===== src/rtl/ahb2apb_pkg.sv =====
// Shared types for the multi-completer AHB-to-APB bridge: FSM states, HTRANS
// encodings and the APB4 byte-lane strobe helper.
package ahb2apb_pkg;

  typedef enum logic [2:0] {
    ST_IDLE   = 3'd0,
    ST_PEND   = 3'd1,
    ST_SETUP  = 3'd2,
    ST_ACCESS = 3'd3,
    ST_ERR1   = 3'd4,
    ST_ERR2   = 3'd5
  } state_t;

  localparam logic [1:0] HTRANS_IDLE   = 2'b00;
  localparam logic [1:0] HTRANS_BUSY   = 2'b01;
  localparam logic [1:0] HTRANS_NONSEQ = 2'b10;
  localparam logic [1:0] HTRANS_SEQ    = 2'b11;

  // Byte lanes covered by an access of 2**size bytes at addr_lsbs, for a bus of dw bits.
  function automatic logic [7:0] strb(input logic [2:0] size, input logic [2:0] addr_lsbs,
                                      input int dw);
    int lanes;
    int nbytes;
    int base;
    logic [7:0] mask;
    lanes  = dw / 8;
    nbytes = 1 << int'(size);
    base   = ((int'(addr_lsbs) % lanes) / nbytes) * nbytes;
    mask   = 8'h00;
    for (int i = 0; i < 8; i++) begin
      mask[i] = (i >= base) && (i < base + nbytes) && (i < lanes);
    end
    return mask;
  endfunction

endpackage


===== src/rtl/ahb2apb_slv_dec.sv =====
// Completer decode: picks the index field out of the address, produces the one-hot
// select and flags out-of-range indices or transfer sizes wider than the bus.
module ahb2apb_slv_dec
  import ahb2apb_pkg::*;
#(
  parameter int ADDRWIDTH    = 16,
  parameter int DATAWIDTH    = 32,
  parameter int NUM_SLAVES   = 4,
  parameter int SLV_ADDR_LSB = 12
) (
  input  logic [ADDRWIDTH-1:0]  i_addr,
  input  logic [2:0]            i_size,
  output logic [NUM_SLAVES-1:0] o_sel,
  output logic                  o_err
);

  localparam int         IDXW     = (NUM_SLAVES > 1) ? $clog2(NUM_SLAVES) : 1;
  localparam logic [2:0] MAX_SIZE = 3'($clog2(DATAWIDTH / 8));

  logic [IDXW-1:0] w_idx;
  logic            w_unused;

  // A single completer has a zero-width index field, so its index is always 0.
  generate
    if (NUM_SLAVES > 1) begin : g_idx
      assign w_idx = i_addr[SLV_ADDR_LSB +: IDXW];
    end else begin : g_one
      assign w_idx = 1'b0;
    end
  endgenerate

  assign w_unused = ^i_addr;

  always_comb begin
    o_sel = '0;
    o_err = 1'b0;
    if ((int'(w_idx) >= NUM_SLAVES) || (i_size > MAX_SIZE)) begin
      o_err = 1'b1;
    end else begin
      o_sel[w_idx] = 1'b1;
    end
  end

endmodule


===== src/rtl/ahb2apb_bridge_mslv.sv =====
// AHB-to-APB bridge for up to 16 completers with PREADY/PSLVERR and a PCLKEN-divided
// APB clock. Define AHB2APB_APB4_EN to add the APB4 PPROT and PSTRB outputs.
module ahb2apb_bridge_mslv
  import ahb2apb_pkg::*;
#(
  parameter int ADDRWIDTH    = 16,
  parameter int DATAWIDTH    = 32,
  parameter int NUM_SLAVES   = 4,
  parameter int SLV_ADDR_LSB = 12
) (
  input  logic                   HCLK,
  input  logic                   HRESETn,
  input  logic                   HSEL,
  input  logic                   HREADY,
  input  logic                   HWRITE,
  input  logic [1:0]             HTRANS,
  input  logic [2:0]             HSIZE,
  input  logic [3:0]             HPROT,
  input  logic [ADDRWIDTH-1:0]   HADDR,
  input  logic [DATAWIDTH-1:0]   HWDATA,
  output logic                   HREADYOUT,
  output logic                   HRESP,
  output logic [DATAWIDTH-1:0]   HRDATA,
  input  logic                   PCLKEN,
  input  logic                   PREADY,
  input  logic                   PSLVERR,
  input  logic [DATAWIDTH-1:0]   PRDATA,
  output logic [NUM_SLAVES-1:0]  PSEL,
  output logic                   PENABLE,
  output logic                   PWRITE,
  output logic [ADDRWIDTH-1:0]   PADDR,
  output logic [DATAWIDTH-1:0]   PWDATA,
`ifdef AHB2APB_APB4_EN
  output logic [2:0]             PPROT,
  output logic [DATAWIDTH/8-1:0] PSTRB,
`endif
  output logic                   APBACTIVE
);

  localparam int                   ALIGN    = $clog2(DATAWIDTH / 8);
  localparam logic [ADDRWIDTH-1:0] LOW_MASK = ADDRWIDTH'((1 << ALIGN) - 1);

  state_t                  r_state;
  logic [NUM_SLAVES-1:0]   r_sel;
  logic [NUM_SLAVES-1:0]   r_psel;
  logic                    r_hreadyout;
  logic                    r_hresp;
  logic                    r_penable;
  logic                    r_pwrite;
  logic [ADDRWIDTH-1:0]    r_paddr;
  logic [DATAWIDTH-1:0]    r_pwdata;
  logic [DATAWIDTH-1:0]    r_hrdata;
  logic                    r_apbactive;

  logic                    w_accept;
  logic                    w_dec_err;
  logic [NUM_SLAVES-1:0]   w_sel;
  logic                    w_unused;

  ahb2apb_slv_dec #(
    .ADDRWIDTH    (ADDRWIDTH),
    .DATAWIDTH    (DATAWIDTH),
    .NUM_SLAVES   (NUM_SLAVES),
    .SLV_ADDR_LSB (SLV_ADDR_LSB)
  ) u_dec (
    .i_addr (HADDR),
    .i_size (HSIZE),
    .o_sel  (w_sel),
    .o_err  (w_dec_err)
  );

  // ERR2 already drives HREADYOUT high, so a pipelined transfer may start there.
  assign w_accept = HSEL & HREADY & HTRANS[1] &
                    ((r_state == ST_IDLE) | (r_state == ST_ERR2));

  always_ff @(posedge HCLK or negedge HRESETn) begin
    if (!HRESETn) begin
      r_state     <= ST_IDLE;
      r_sel       <= '0;
      r_psel      <= '0;
      r_hreadyout <= 1'b1;
      r_hresp     <= 1'b0;
      r_penable   <= 1'b0;
      r_pwrite    <= 1'b0;
      r_paddr     <= '0;
      r_pwdata    <= '0;
      r_hrdata    <= '0;
      r_apbactive <= 1'b0;
    end else begin
      case (r_state)
        ST_IDLE, ST_ERR2: begin
          if (w_accept) begin
            r_paddr     <= HADDR & ~LOW_MASK;
            r_pwrite    <= HWRITE;
            r_sel       <= w_sel;
            r_hreadyout <= 1'b0;
            r_apbactive <= 1'b1;
            if (w_dec_err) begin
              r_state <= ST_ERR1;
              r_hresp <= 1'b1;
            end else begin
              r_state <= ST_PEND;
              r_hresp <= 1'b0;
            end
          end else begin
            r_state     <= ST_IDLE;
            r_hreadyout <= 1'b1;
            r_hresp     <= 1'b0;
            r_apbactive <= 1'b0;
          end
        end
        ST_PEND: begin
          if (PCLKEN) begin
            r_state  <= ST_SETUP;
            r_pwdata <= HWDATA;
            r_psel   <= r_sel;
          end
        end
        ST_SETUP: begin
          if (PCLKEN) begin
            r_state   <= ST_ACCESS;
            r_penable <= 1'b1;
          end
        end
        ST_ACCESS: begin
          if (PCLKEN && PREADY) begin
            r_penable <= 1'b0;
            r_psel    <= '0;
            if (!r_pwrite) begin
              r_hrdata <= PRDATA;
            end
            if (PSLVERR) begin
              r_state <= ST_ERR1;
              r_hresp <= 1'b1;
            end else begin
              r_state     <= ST_IDLE;
              r_hreadyout <= 1'b1;
              r_apbactive <= 1'b0;
            end
          end
        end
        ST_ERR1: begin
          r_state     <= ST_ERR2;
          r_hreadyout <= 1'b1;
          r_hresp     <= 1'b1;
        end
        default: begin
          r_state     <= ST_IDLE;
          r_psel      <= '0;
          r_penable   <= 1'b0;
          r_hreadyout <= 1'b1;
          r_hresp     <= 1'b0;
          r_apbactive <= 1'b0;
        end
      endcase
    end
  end

  assign HREADYOUT = r_hreadyout;
  assign HRESP     = r_hresp;
  assign HRDATA    = r_hrdata;
  assign PSEL      = r_psel;
  assign PENABLE   = r_penable;
  assign PWRITE    = r_pwrite;
  assign PADDR     = r_paddr;
  assign PWDATA    = r_pwdata;
  assign APBACTIVE = r_apbactive;

`ifdef AHB2APB_APB4_EN
  logic [2:0]             r_pprot;
  logic [DATAWIDTH/8-1:0] r_pstrb;
  logic [7:0]             w_strb_full;

  assign w_strb_full = strb(HSIZE, HADDR[2:0], DATAWIDTH);

  // APB4 attributes are captured alongside the address; reads drive no strobes.
  always_ff @(posedge HCLK or negedge HRESETn) begin
    if (!HRESETn) begin
      r_pprot <= 3'b000;
      r_pstrb <= '0;
    end else if (w_accept) begin
      r_pprot <= {~HPROT[0], 1'b0, HPROT[1]};
      r_pstrb <= HWRITE ? w_strb_full[DATAWIDTH/8-1:0] : '0;
    end
  end

  assign PPROT    = r_pprot;
  assign PSTRB    = r_pstrb;
  assign w_unused = ^{HTRANS[0], HPROT, w_strb_full};
`else
  assign w_unused = ^{HTRANS[0], HPROT};
`endif

endmodule


===== config.mk =====
export PLATFORM = sky130hd
export DESIGN_NAME = ahb2apb_bridge_mslv
export DESIGN_NICKNAME = d
export VERILOG_FILES = /design/src/rtl/ahb2apb_pkg.sv /design/src/rtl/ahb2apb_slv_dec.sv /design/src/rtl/ahb2apb_bridge_mslv.sv
export SDC_FILE = /design/constraint.sdc
export NUM_CORES = 1
export LEC_CHECK = 0
export ABC_CLOCK_PERIOD_IN_PS = 2000
export CORE_ASPECT_RATIO = 0.75
export CORE_MARGIN = 1.5
export CORE_UTILIZATION = 41
export DETAILED_ROUTE_END_ITERATION = 10
export GPL_TIMING_DRIVEN = 0
export PLACE_DENSITY = 0.78
export SLEW_MARGIN = 20
export SYNTH_ARGS = -nofsm -noshare
export SYNTH_HDL_FRONTEND = slang
export SYNTH_HIERARCHICAL = 1
export SYNTH_SLANG_ARGS = --single-unit

===== constraint.sdc =====
create_clock -name HCLK -period 2 [get_ports HCLK]
set_input_delay 0.4 -clock HCLK [delete_from_list [all_inputs] [get_ports HCLK]]
set_output_delay 0.4 -clock HCLK [all_outputs]
set_load 0.1 [all_outputs]

== After elaboration in Yosys (flattened, before gate mapping) ==
Index checks and enable logic that the tools add are counted.

* Register bits: 94

* Muxes and demuxes: 30
* Reductions and logical operators: 17
* Equality and inequality tests: 10
* Bitwise gates (word level): 9
* Order comparisons: 3

{| class="wikitable"
|+ Operators with widths
! operator !! number
|-
| $reduce_and A3 Y1 || 7
|-
| $mux W3 || 6
|-
| $pmux W3 S5 || 1
|-
| $mux W1 || 14
|-
| $mux W4 || 3
|-
| $pmux W4 S3 || 1
|-
| $ne A2 B2 Y1 const B || 5
|-
| $pmux W1 S3 || 3
|-
| $reduce_or A4 Y1 || 2
|-
| $eq A3 B2 Y1 const B || 2
|-
| $eq A3 B3 Y1 const B || 2
|-
| $not A1 Y1 || 5
|-
| $pmux W1 S4 || 1
|-
| $reduce_and A2 Y1 || 2
|-
| $reduce_or A2 Y1 || 2
|-
| $and A1 B1 Y1 || 3
|-
| $eq A3 B1 Y1 const B || 1
|-
| $gt A3 B2 Y1 const B || 1
|-
| $logic_not A3 Y1 || 1
|-
| $lt A2 B3 Y1 const B || 1
|-
| $reduce_or A3 Y1 || 1
|-
| $demux W1 S2 || 1
|-
| $ge A2 B1 Y1 const B || 1
|-
| $logic_and A1 B1 Y1 || 2
|-
| $or A1 B1 Y1 || 1
|}

== Depth between registers and ports, before layout ==
Gate-level depths: netlist of run 1.

* Depth after elaboration: 5
* Depth in mapped cells: 6
* Mapped depth without buffers: 4

== Hierarchy ==
Netlist of run 1, hierarchy kept.

{| class="wikitable"
|+ Modules (own cells, without submodules)
! module !! cells an instance !! area an instance (µm²) !! seq. area each (µm²) !! times used
|-
| ahb2apb_bridge_mslv || 245 || 3846.2 || 2353.5 || 1
|-
| ahb2apb_slv_dec || 6 || 50.0 || 0.0 || 1
|}

== Worst setup path after synthesis of run 1 ==
No wires, ideal clock.

* Path kind: register to register
* Start: register r_pwrite, in the netlist PWRITE
* End: register r_hrdata[0], in the netlist HRDATA[0]
* Slack: 0.084 ns
* Arrival: 1.790 ns
* Stages on the path, launching flop included: 5
* Buffers on the path: 2
* Required time: 1.875 ns
* Period minus slack after synthesis: 1.916 ns
* Library setup time: 0.125 ns
* Cells stage by stage: dfrtp_1 or3_1 buf_6 buf_6 mux2_4

* Longest elaborated chain between the ends: 2

{| class="wikitable"
|+ RTL lines
! element !! RTL line !! source
|-
| start, declared || ahb2apb_bridge_mslv.sv:49 || <nowiki>logic r_pwrite;</nowiki>
|-
| start signal, assigned || ahb2apb_bridge_mslv.sv:84 || <nowiki>r_pwrite <= 1'b0;</nowiki>
|-
| start signal, assigned || ahb2apb_bridge_mslv.sv:94 || <nowiki>r_pwrite <= HWRITE;</nowiki>
|-
| $not A1 Y1 (no source line) || n/a ||
|-
| $reduce_and A3 Y1 (no source line) || n/a ||
|-
| end signal, assigned || ahb2apb_bridge_mslv.sv:87 || <nowiki>r_hrdata <= '0;</nowiki>
|-
| end signal, assigned || ahb2apb_bridge_mslv.sv:130 || <nowiki>r_hrdata <= PRDATA;</nowiki>
|-
| end, declared || ahb2apb_bridge_mslv.sv:52 || <nowiki>logic [DATAWIDTH-1:0] r_hrdata;</nowiki>
|}

No other way between the ends.
A chain may end at the register's enable or synchronous reset.

== Worst setup path after layout of run 1 ==
* Start: register r_hrdata[17], in the netlist HRDATA[17]
* End: output port HRDATA[17]

{| class="wikitable"
|+ RTL lines
! element !! RTL line !! source
|-
| end, declared || ahb2apb_bridge_mslv.sv:23 || <nowiki>output logic [DATAWIDTH-1:0] HRDATA,</nowiki>
|}

No word-level cell between the ends.

==> flow_metrics.env, run 1 <==
export IMPL_mostFrequentLayoutCell="dfrtp_1"
export IMPL_cts_root_buffer="clkbuf_16"
export IMPL_top_layer_used="met4"
export IMPL_via_count=2682
export IMPL_initial_core_util_pct=42.7
export IMPL_finalCritPeriodShare_pct=98.3
export IMPL_die_area_sq_um=10100
export IMPL_ys_seq_area_share_pct=60.4
export IMPL_min_period_ns=1.97
export IMPL_portBuffers=175
export IMPL_grt_ovfl_total=0
export IMPL_crit_family="buffers and inverters"
export IMPL_tightest_slew_ns=1.00
export IMPL_post_cts_buffers=0
export IMPL_critical_path_class="reg2out"
export IMPL_antenna_found_initial=0
export IMPL_first_global_vias=2760
export IMPL_relSlewSlack_pct=33.4
export IMPL_grt_max_degree=49
export IMPL_diodes=0
export IMPL_ys_types=39
export IMPL_rsz0062_at_grt="no"
export IMPL_synth_main_ff_cell="dfrtp_1"
export IMPL_final_nets=537
export IMPL_dp_hpwl_um=7090
export IMPL_drcViolationCount=0
export IMPL_met1_length_um=3770
export IMPL_fillers=684
export IMPL_timing_hold_worst_class="in2reg"
export IMPL_cp_num_buf_inv=1
export IMPL_syn2layout_area_growth_pct=55.7
export IMPL_yosys_warnings=6
export IMPL_cap_violations=0
export IMPL_path_cells="dlygate4sd2_1"
export IMPL_final_cell_mix="93 x dfrtp_1, 87 x clkdlybuf4s50_1, 61 x dlygate4sd2_1"
export IMPL_core_area_sq_um=9120
export IMPL_routed_wl_um=9090
export IMPL_layout_setup_ws_ns=0.0341
export IMPL_slowest_delay_ns=0.87
export IMPL_gp_congestion=0.819
export IMPL_maxSlewViolCount=0
export IMPL_die_y_um=87.4
export IMPL_worst_ep_required_time_ns=1.60
export IMPL_slowest_stage="dlygate4sd2_1"
export IMPL_dr_pass1_iters=4
export IMPL_wl_met3_um=1030
export IMPL_die_w_um=116
export IMPL_rows=30
export IMPL_io_pins=186
export IMPL_grt_pass1_wl_um=13900
export IMPL_max_freq_mhz=509
export IMPL_cts_buffers=9
export IMPL_clkTransAtPathRegs_ns=0.07
export IMPL_clock_sinks=94
export IMPL_finalHoldViolCount=0
export IMPL_syn_avg_cell_area_sq_um=15.5
export IMPL_worstSetupStartpointType="register"
export IMPL_drt_initial_drc_count=162
export IMPL_end_kind="primary output"
export IMPL_dpl_worst_slack_ns=-0.183
export IMPL_timing_critical_path_fanout_max=2
export IMPL_grtUsageTotal_pct=18.2
export IMPL_viasPerCell=4.68
export IMPL_skew_ns=0.00694
export IMPL_synth_edf_count=0
export IMPL_report_final_setup_viol=0
export IMPL_drive_gt1_share_pct=28.5
export IMPL_h_tree_depth=3
export IMPL_synthArstFlopShare_pct=100
export IMPL_netlist_area_sq_um=3900
export IMPL_drtAntennaViolNets=0
export IMPL_arrival_ns=1.57
export IMPL_ys_seq_elements=94
export IMPL_wl_per_cell_um=15.9
export IMPL_clk_latency_ns=0.33
export IMPL_cts_tree="yes"
export IMPL_netlist_instances=251
export IMPL_outcome="finished, final reports clean"
export IMPL_clockBufferDepth=2
export IMPL_wl_met2_um=4240
## metrics by stage
stage / std cells / instance area [sq um] / TNS, ns / hold WS (ns) / utilization [%]
after CTS: 573 / 6040 / 0 / 0.413 / 66.3
after floorplan: 252 / 3900 / 0 / 0.104 / -
final: 573 / 6070 / 0 / 0.429 / 66.5
after detailed placement: 556 / 5840 / -5.43 / 0.363 / 64.0
after global routing: 573 / 6070 / 0 / 0.432 / 66.5
after global placement: 555 / 5810 / -275.21 / 0.462 / 63.7
## routing by layer
layer | global-route usage (%) | up-vias
li1 | - | 1264
met1 | 22.4 | 1285
met2 | 29.2 | 127
met3 | 8.07 | 6
met4 | 4.71 | 0
met5 | 0 | -
## worst paths after layout
kind	slack, ns	to	start	cells past startpoint
min in group asynchronous	0.57	PWDATA[28]$_DFFE_PN0P_	HRESETn	2
min	0.43	r_state[2]$_DFFE_PN0P_	PCLKEN	3
min reg2reg	0.47	APBACTIVE$_DFFE_PN0P_	APBACTIVE$_DFFE_PN0P_	1
max reg2reg	0.20	PADDR[2]$_DFFE_PN0P_	r_state[1]$_DFFE_PN0P_	5
max in group asynchronous	0.86	HRDATA[19]$_DFFE_PN0P_	HRESETn	3
max	0.03	HRDATA[17]	HRDATA[17]$_DFFE_PN0P_	1
## cells in the mapped netlist (all sizes together) (2+ instances only)
master,count,share of area [%]
dfrtp,93,60
mux2,87,28
buf,14,2.9
nor2,9,0.93
a21oi,6,0.87
and3,6,1.0
nand2,4,0.39
clkbuf,3,0.32
nor3,3,0.39
nor3b,3,0.83
inv,2,0.19
nand2b,2,0.32
o21ai,2,0.26
xor2,2,0.45
## cell type report
cell class | instances | area [sq um] | share of cell area, %
flip-flops and latches | 94 | 2350 | 38.8
repair buffers | 177 | 1710 | 28.2
multi-input cells | 139 | 1410 | 23.3
clock buffers | 10 | 229 | 3.77
well taps | 128 | 160 | 2.64
plain buffers | 17 | 125 | 2.06
clock inverters | 6 | 68.8 | 1.13
inverters | 2 | 7.51 | 0.124
## worst min-delay path, stage by stage
cell      delay [ns]
buf_4           0.14
nand2b_1        0.08
a222oi_1        0.08
## registers in the layout, summed over array words and instances, names as in the netlist
register / cells
PSEL: 4
r_sel: 4
HRDATA: 32
PENABLE: 1
HRESP: 1
r_state: 3
PWRITE: 1
APBACTIVE: 1
HREADYOUT: 1
PADDR: 14
PWDATA: 32
## kinds of logic (layout without fill, tap and decap cells)
family	Yosys count	in the layout	synth area share, %
AO/OA/AOI/OAI	15	15	2.63
multiplexers	87	87	28.0
buffers and inverters	19	212	3.40
other	1	2	0.0962
XOR/XNOR	3	3	0.674
AND/OR/NAND/NOR	32	32	4.75
flip-flops	94	94	60.4
## repair_timing
action | in CTS | in global routing
setup endpoints to repair | 87 | 25
endpoints found under the hold margin | 1 | 0
pin swaps | 0 | 0
hold buffers | 1 | 0
gates resized for setup | 90 | 25
Power of run 1 is not shown: default switching activity piles up to over one toggle a cycle in this logic, so the estimate is an artifact.
==> run 2: changes to the inputs <==
Settings changed: ABC_CLOCK_PERIOD_IN_PS 2000 to 2009, PLACE_DENSITY 0.78 to 0.84.
Clock period 2 ns to 2.01 ns, I/O delays scaled along.
==> run 2 against run 1 <==
Effect of this change:
- sequential share of layout area increased by 0.096 points
- critical endpoint is now HRDATA[16]
- first-iteration DRC count decreased by 46%
- the flow now finishes with violations (negative hold slack)
- hold slack got worse by 0.44 ns
- via count increased by 0.89%
- global-route usage increased by 0.81 points
- setup slack improved by 0.014 ns
- die area unchanged
- wire length increased by 1.5%
==> flow_metrics.env, run 2 (synthesis results as in run 1) <==
export IMPL_drtAntennaViolNets=0
export IMPL_path_cells="dlygate4sd2_1"
export IMPL_timing_setup_tns_ns=0
export IMPL_r2r_slack_ns=0.18
export IMPL_io_pins=186
export IMPL_die_w_um=116
export IMPL_critPathLaunch="HRDATA[16]$_DFFE_PN0P_"
export IMPL_reg2reg_from="r_state[2]$_DFFE_PN0P_"
export IMPL_fillers=691
export IMPL_hold_ws_ns=-0.0136
export IMPL_max_freq_mhz=510
export IMPL_end_kind="primary output"
export IMPL_crit_family="buffers and inverters"
export IMPL_dpl_cell_count=556
export IMPL_clkTransAtPathRegs_ns=0.06
export IMPL_report_final_setup_viol=0
export IMPL_violations="negative hold slack"
export IMPL_grt_pass1_wl_um=14600
export IMPL_mostFrequentLayoutCell="dfrtp_1"
export IMPL_grt_ovfl_total=0
export IMPL_timing_critical_path_fanout_max=2
export IMPL_worstReg2RegEnd="PWDATA[13]$_DFFE_PN0P_"
export IMPL_antenna_found_initial=0
export IMPL_relSlewSlack_pct=33.9
export IMPL_slowest_stage="dlygate4sd2_1"
export IMPL_initial_core_util_pct=42.7
export IMPL_min_period_ns=1.96
export IMPL_worst_ep_required_time_ns=1.61
export IMPL_cp_num_buf_inv=1
export IMPL_gp_congestion=0.817
export IMPL_cts_root_buffer="clkbuf_16"
export IMPL_drt_initial_drc_count=88
export IMPL_skew_ns=0.00531
export IMPL_arrival_ns=1.56
export IMPL_worstSetupEndpoint="HRDATA[16]"
export IMPL_clockBufferDepth=2
export IMPL_dpl_worst_slack_ns=-0.134
export IMPL_core_area_sq_um=9120
export IMPL_rows=30
export IMPL_timing_hold_worst_class="in2async"
export IMPL_maxSlewViolCount=0
export IMPL_clk_latency_ns=0.33
export IMPL_portBuffers=175
export IMPL_post_cts_buffers=0
export IMPL_diodes=0
export IMPL_drcViolationCount=0
export IMPL_rsz0062_at_grt="no"
export IMPL_die_area_sq_um=10100
export IMPL_dpl_instance_area_sq_um=5840
export IMPL_via_count=2706
export IMPL_grt_max_degree=51
export IMPL_cts_tree="yes"
export IMPL_die_y_um=87.4
export IMPL_grtUsageTotal_pct=19.0
export IMPL_h_tree_depth=3
export IMPL_syn2layout_area_growth_pct=55.4
export IMPL_dr_pass1_iters=4
export IMPL_tightest_slew_ns=0.995
export IMPL_clock_sinks=94
export IMPL_slowest_delay_ns=0.87
export IMPL_finalHoldViolCount=7
export IMPL_wl_per_cell_um=16.1
export IMPL_worst_path_stages=1
export IMPL_final_cell_mix="93 x dfrtp_1, 87 x clkdlybuf4s50_1, 76 x dlygate4sd2_1"
export IMPL_drive_gt1_share_pct=28.6
export IMPL_critical_path_class="reg2out"
export IMPL_stdcell_count=572
export IMPL_first_global_vias=2903
export IMPL_layout_setup_ws_ns=0.0480
export IMPL_cap_violations=0
export IMPL_dp_hpwl_um=6980
export IMPL_viasPerCell=4.73
export IMPL_routed_wl_um=9230
export IMPL_outcome="finished with violations"
export IMPL_reg2reg_depth=6
export IMPL_final_nets=536
export IMPL_finalCritPeriodShare_pct=97.6
export IMPL_cts_buffers=9
export IMPL_fin_area_sq_um=6050
export IMPL_worstSetupStartpointType="register"
[run 2: cell types whose count changed in the layout (fill, tap and decap cells not counted), sizes merged]
cell           before  now
clkdlybuf4s15      25    9
dlygate4sd2        61   76
clkbuf             14   17
inv                 4    2
bufinv              1    2
clkinvlp            1    0
dlygate4sd3         1    0
[run 2: repair_timing]
item	CTS	global route
gates resized for setup	90	11
cloned	0	0
hold endpoints to repair	0	0
setup endpoints to repair	87	10
hold buffers	0	0
pin swaps	0	0
[run 2: how the worst min path moves through the flow]
| stage | startpoint | end | cells after the start |
|---|---|---|---|
| after detailed placement | HRESETn | HRDATA[15]$_DFFE_PN0P_ | 1 |
| after global placement | APBACTIVE$_DFFE_PN0P_ | APBACTIVE$_DFFE_PN0P_ | 1 |
| after floorplan | HRESETn | APBACTIVE$_DFFE_PN0P_ | 0 |
| after global routing | HRESETn | HRDATA[13]$_DFFE_PN0P_ | 1 |
| after CTS | HRESETn | HRDATA[21]$_DFFE_PN0P_ | 1 |
| final | HRESETn | PADDR[14]$_DFFE_PN0P_ | 1 |
[run 2: final cells by class]
class                           instances  area [sq um]  share of cell area [%]
Inverter                                2          7.51                   0.124
Buffer                                 17           125                    2.07
Clock inverter                          4          70.1                    1.16
Tap cell                              128           160                    2.65
Multi-Input combinational cell        139          1410                    23.4
Timing Repair Buffer                  176          1680                    27.7
Sequential cell                        94          2350                    38.9
Clock buffer                           12           246                    4.07
[run 2: metrics by stage]
| step | util [%] | hold WS [ns] |
|---|---|---|
| floorplan | - | 0.106 |
| global placement | 63.7 | 0.464 |
| detailed placement | 64.0 | 0.360 |
| CTS | 66.4 | 0.000838 |
| global route | 66.4 | 0.0122 |
| finish | 66.4 | -0.0136 |
[run 2: routing by layer]
| metal | vias to the layer above | part of all wire, % | track usage (%) |
|---|---|---|---|
| met3 | 9 | 11 | 8.07 |
| met4 | 0 | 0.83 | 4.71 |
| met2 | 144 | 47 | 31.7 |
| met1 | 1295 | 42 | 22.7 |
| met5 | - | 0 | 0 |
| li1 | 1258 | - | - |
Power of run 2 is left out for the same reason.
